$ cat config.mk
export PLATFORM = sky130hd
export DESIGN_NAME = div_seq
export DESIGN_NICKNAME = d
export VERILOG_FILES = /design/src/rtl/div_seq.sv
export SDC_FILE = /design/constraint.sdc
export NUM_CORES = 1
export LEC_CHECK = 0
export CAP_MARGIN = 30
export CORE_ASPECT_RATIO = 1.25
export CORE_MARGIN = 2
export CORE_UTILIZATION = 51
export DETAILED_ROUTE_END_ITERATION = 16
export PLACE_DENSITY = 0.77
export REMOVE_ABC_BUFFERS = 1
export SYNTH_ARGS = -nofsm -noshare
export SYNTH_HDL_FRONTEND = slang
export SYNTH_SLANG_ARGS = --single-unit
export TNS_END_PERCENT = 30
$ cat constraint.sdc
create_clock -name clk -period 2.9 [get_ports clk]
set_input_delay 0.58 -clock clk [delete_from_list [all_inputs] [get_ports clk]]
set_output_delay 0.58 -clock clk [all_outputs]
set_load 0.05 [all_outputs]
$ cat src/rtl/div_seq.sv
// Sequential 32-bit restoring divider (DIV/DIVU) for the EX stage, {remainder, quotient} result.
// Latency: 34 edges from accept to ready_o (2 for divide-by-zero); the result holds until start_i drops.
// Backpressure: start_i stays high until EX consumes the result; annul_i cancels any in-flight divide.
module div_seq (
   input  logic        clk,
   input  logic        rst,
   input  logic        signed_div_i,
   input  logic [31:0] opdata1_i,
   input  logic [31:0] opdata2_i,
   input  logic        start_i,
   input  logic        annul_i,
   output logic [63:0] result_o,
   output logic        ready_o
);

   typedef enum logic [1:0] {
      DIV_FREE    = 2'd0,
      DIV_BY_ZERO = 2'd1,
      DIV_ON      = 2'd2,
      DIV_END     = 2'd3
   } state_t;

   state_t      state_q, state_d;
   logic [5:0]  cnt_q, cnt_d;
   logic [64:0] work_q, work_d;
   logic [31:0] dvs_q, dvs_d;       // divisor magnitude
   logic        sign1_q, sign1_d;   // dividend sign bit
   logic        sign2_q, sign2_d;   // divisor sign bit
   logic        sgn_q, sgn_d;       // signed operation
   logic [63:0] result_q, result_d;
   logic        ready_q, ready_d;

   logic [31:0] abs1, abs2;
   logic [32:0] diff;
   logic [31:0] quot, rem;

   // Operand magnitudes, trial subtraction and sign-corrected final values
   always_comb begin
      abs1 = (signed_div_i && opdata1_i[31]) ? (~opdata1_i + 32'd1) : opdata1_i;
      abs2 = (signed_div_i && opdata2_i[31]) ? (~opdata2_i + 32'd1) : opdata2_i;
      diff = {1'b0, work_q[63:32]} - {1'b0, dvs_q};
      quot = (sgn_q && (sign1_q ^ sign2_q)) ? (~work_q[31:0] + 32'd1) : work_q[31:0];
      rem  = (sgn_q && sign1_q) ? (~work_q[64:33] + 32'd1) : work_q[64:33];
   end

   // Next-state and datapath updates for the divider sequencer
   always_comb begin
      state_d  = state_q;
      cnt_d    = cnt_q;
      work_d   = work_q;
      dvs_d    = dvs_q;
      sign1_d  = sign1_q;
      sign2_d  = sign2_q;
      sgn_d    = sgn_q;
      result_d = result_q;
      ready_d  = ready_q;
      case (state_q)
         DIV_FREE: begin
            ready_d  = 1'b0;
            result_d = 64'd0;
            if (start_i && !annul_i) begin
               if (opdata2_i == 32'd0) begin
                  state_d = DIV_BY_ZERO;
               end else begin
                  state_d = DIV_ON;
                  cnt_d   = 6'd0;
                  work_d  = {32'd0, abs1, 1'b0};
               end
               dvs_d   = abs2;
               sign1_d = opdata1_i[31];
               sign2_d = opdata2_i[31];
               sgn_d   = signed_div_i;
            end
         end
         DIV_BY_ZERO: begin
            if (annul_i) begin
               state_d = DIV_FREE;
            end else begin
               state_d  = DIV_END;
               result_d = 64'd0;
               ready_d  = 1'b1;
            end
         end
         DIV_ON: begin
            if (annul_i) begin
               state_d = DIV_FREE;
               cnt_d   = 6'd0;
            end else if (cnt_q != 6'd32) begin
               // A negative trial difference means the divisor did not fit: shift in a 0
               if (diff[32]) begin
                  work_d = {work_q[63:0], 1'b0};
               end else begin
                  work_d = {diff[31:0], work_q[31:0], 1'b1};
               end
               cnt_d = cnt_q + 6'd1;
            end else begin
               result_d = {rem, quot};
               ready_d  = 1'b1;
               state_d  = DIV_END;
               cnt_d    = 6'd0;
            end
         end
         DIV_END: begin
            if (!start_i) begin
               state_d  = DIV_FREE;
               ready_d  = 1'b0;
               result_d = 64'd0;
            end
         end
         default: state_d = DIV_FREE;
      endcase
   end

   // State registers with synchronous reset
   always_ff @(posedge clk) begin
      if (rst) begin
         state_q  <= DIV_FREE;
         cnt_q    <= 6'd0;
         work_q   <= 65'd0;
         dvs_q    <= 32'd0;
         sign1_q  <= 1'b0;
         sign2_q  <= 1'b0;
         sgn_q    <= 1'b0;
         result_q <= 64'd0;
         ready_q  <= 1'b0;
      end else begin
         state_q  <= state_d;
         cnt_q    <= cnt_d;
         work_q   <= work_d;
         dvs_q    <= dvs_d;
         sign1_q  <= sign1_d;
         sign2_q  <= sign2_d;
         sgn_q    <= sgn_d;
         result_q <= result_d;
         ready_q  <= ready_d;
      end
   end

   assign result_o = result_q;
   assign ready_o  = ready_q;

endmodule
==> metrics.csv <==
stage,metric,value,unit
worst_setup_path,CP most frequent cell,buf_4,
logic_synthesis,Netlist cell types,66,
worst_setup_path,Setup CP Type,reg2reg,
clock_network,clock tree buffer depth,2,
timing,relative slew slack,59.2,%
clock_network,H-tree depth,4,
worst_setup_path,Setup crit start kind,register,
logic_synthesis,area of the mapped netlist,10900,sq um
timing,Setup-failing EPs final,0,
floorplanning,IO Pins,134,
global_route,initial antenna violation count,0,
floorplanning,die height,167,um
power_and_ir_drop,power density over the cells,610,nW/um^2
floorplanning,Initial Util,52.2,%
floorplanning,Placeable Area,20900,sq um
logic_synthesis,post-synthesis cell count,1429,
worst_setup_path,critical-path cell list,ha_4 -> a21o_1 -> a21oi_2 -> and3_1 -> o32ai_2 -> buf_4 -> o21ai_4 -> a21boi_2 -> buf_4 -> a311oi_4 -> buf_6 -> buf_12 -> o21ai_1 -> a22o_1,
placement,hpwl dp,22300,um
route,number of routed nets with antenna violations,0,
logic_synthesis,dominant synthesized flop cell,dfxtp_1,
min_path,HP Class,reg2reg,
logic_synthesis,synth cell count leaders,"206 x nand2_1, 173 x dfxtp_1, 137 x nor2_1",
placement,gpl congestion,0.923,
clock_network,clk_lat worst skew,440,ps
global_route,All-Layer GR Usage,28.2,%
logic_synthesis,Yosys top cell by area,dfxtp_1,
power_and_ir_drop,Power Total,9.06,mW
power_and_ir_drop,peak supply drop,521,uV
timing,Hold Slack,448,ps
status,status,"complete, no violations",
timing,Final Hold Vio Count,0,
finish,Fillers,1612,
worst_setup_path,CP Data Arrival Time,3200,ps
logic_synthesis,"EDFF count, synth",0,
logic_synthesis,asr flop ratio synth,0,%
timing,Final period util,99.1,%
global_route,gr ovfl total,0,
worst_setup_path,Crit Path Max Fanout,6,
clock_network,CTS Hold Buffers Added,0,
timing,clock skew,9.17,ps
power_and_ir_drop,static leakage power,5.97,nW
route,DR WL/cell,16.4,um
timing,count of pins over their slew limit,0,
floorplanning,DIE AREA,22600,sq um
timing,slew of the pin with the lowest slew margin,608,ps
worst_setup_path,cell family with most CP delay,compound AO/OA/AOI/OAI gates,
logic_synthesis,top post-synthesis cells by area,"dfxtp_1 32%, nand2_1 7.1%, xor2_1 5.9%",
timing,f_max,348,MHz
timing,unrepaired setup endpoints after global routing,yes,
route,starting DRC count in detailed routing,857,
logic_synthesis,part of the Yosys area used for sequential elements,31.8,%
clock_network,total CTS buffers,17,
route,Vias,11500,
timing,Final Critical Period,2870,ps
worst_setup_path,CP required,3230,ps
global_route,vias in the first global route,11000,
finish,Layout Nets,1812,
route,DRC viols,0,
finish,Finished Layout Cells,1985,
route,via density per instance,5.77,
worst_setup_path,Crit. End Element,register,
placement,placed cell area,13700,sq um
global_route,largest net degree at the start of global routing,65,
placement,Placed Cells,1942,
finish,layout cells sized above 1,18.1,%
route,WL final,32600,um
logic_synthesis,post-synthesis register bit count,173,
logic_synthesis,warnings from Yosys,0,
timing,setup tns final,0,ps
finish,Syn-to-layout area delta,36.4,%
route,First-pass DRT Iterations,6,
clock_network,Root Buffer,clkbuf_16,
worst_setup_path,Crit-path slowest cell,dfxtp_1,
finish,Ant. Diodes,0,
placement,port bufs,133,
clock_network,CTS tree,done,
logic_synthesis,dominant cell by count in the synthesized netlist,nand2_1,
clock_network,Clock Sinks,173,
logic_synthesis,syn_area_per_cell,7.63,sq um
finish,fin area,14900,sq um
run,# Max-Cap Violations,0,
logic_synthesis,Synth top area share,31.8,%
worst_setup_path,Buf/Inv on CP,4,
global_route,first-pass GRT wire length,52300,um
floorplanning,row cnt,59,
clock_network,clock slew at reported path FFs,70,ps
worst_setup_path,Max stage delay on crit path,390,ps
floorplanning,Die X,135,um
[cells by family after synthesis]
kind of cell	Yosys count	share of synthesized area (%)
AOI/OAI and AO/OA	427	24.7
xor gates and xnor gates	142	11.4
adders and majority gates	45	5.23
buffers and inverters	140	5.39
DFF	173	31.8
muxes	14	1.29
and+or+nand+nor	488	20.2
[final cells by class]
class                   instances  area, sq um  share of cell area, %
clock buffers                  18          429                   2.89
clock inverters                14          184                   1.24
inverters                      60          228                   1.53
multi-input cells            1117         7240                   48.7
flip-flops and latches        173         3470                   23.4
well taps                     274          343                   2.31
repair buffers                329         2970                   20.0
[tightest hold or removal path: stages (launching register included)]
cell and delay, ps:
dfxtp_1 310, nand2_1 50, a21oi_1 50
[state kept, by name, indices dropped and copies added (netlist names)]
| signal | count |
|---|---|
| cnt_q | 6 |
| dvs_q | 32 |
| ready_o | 1 |
| result_o | 64 |
| sgn_q | 1 |
| sign1_q | 1 |
| sign2_q | 1 |
| state_q | 2 |
| work_q | 65 |
[routing by layer]
| layer | GRT usage [%] | wire length [um] |
|---|---|---|
| met1 | 32.5 | 12700 |
| met2 | 51.5 | 16600 |
| met3 | 3.69 | 1740 |
| met4 | 12.3 | 1560 |
| met5 | 0 | 0 |
[timing repair]
action	CTS	global route
gates cloned	4	3
pin swaps	26	24
setup buffers	5	1
endpoints found under the hold margin	0	0
endpoints found under the setup margin	81	111
resized for setup	73	50
[where the power goes]
group | internal, mW | switching, mW
Combinational | 1.60 | 2.26
Sequential | 2.59 | 0.202
Clock | 1.37 | 1.04
Total | 5.56 | 3.50
[through the flow]
stage / utilization, % / setup WS, ps
after floorplan: - / -2520
after global placement: 65.6 / -736
after detailed placement: 65.6 / -780
after CTS: 69.7 / -209
after global routing: 71.1 / -72.4
final: 71.1 / 25.9
[placed cells by master (no fill, tap or decap), types with 14 or more instances in the layout]
cell             instances
o21ai_0                111
nor3_1                  15
a211oi_1                30
nand2_1                205
mux2i_1                 14
o31ai_1                 17
xnor2_1                 68
xor2_1                  74
a21oi_1                113
or3_1                   14
a22oi_1                 33
dfxtp_1                168
buf_4                  182
clkdlybuf4s50_1        121
nand3_1                 31
inv_1                   58
ha_1                    39
a22o_1                  17
nor2_1                 134
clkbuf_16               19
[final timing paths]
kind | from | endpoint | slack [ps] | depth (start not counted)
worst max-delay path | work_q[47]$_SDFFE_PP0P_ | work_q[34]$_SDFFE_PP0P_ | 30 | 14
worst max register to register | work_q[47]$_SDFFE_PP0P_ | work_q[34]$_SDFFE_PP0P_ | 30 | 14
worst min register to register | result_o[37]$_SDFFE_PP0P_ | result_o[37]$_SDFFE_PP0P_ | 450 | 2
worst min-delay path | result_o[37]$_SDFFE_PP0P_ | result_o[37]$_SDFFE_PP0P_ | 450 | 2
Note: power is estimated with default switching activity, not from simulation.
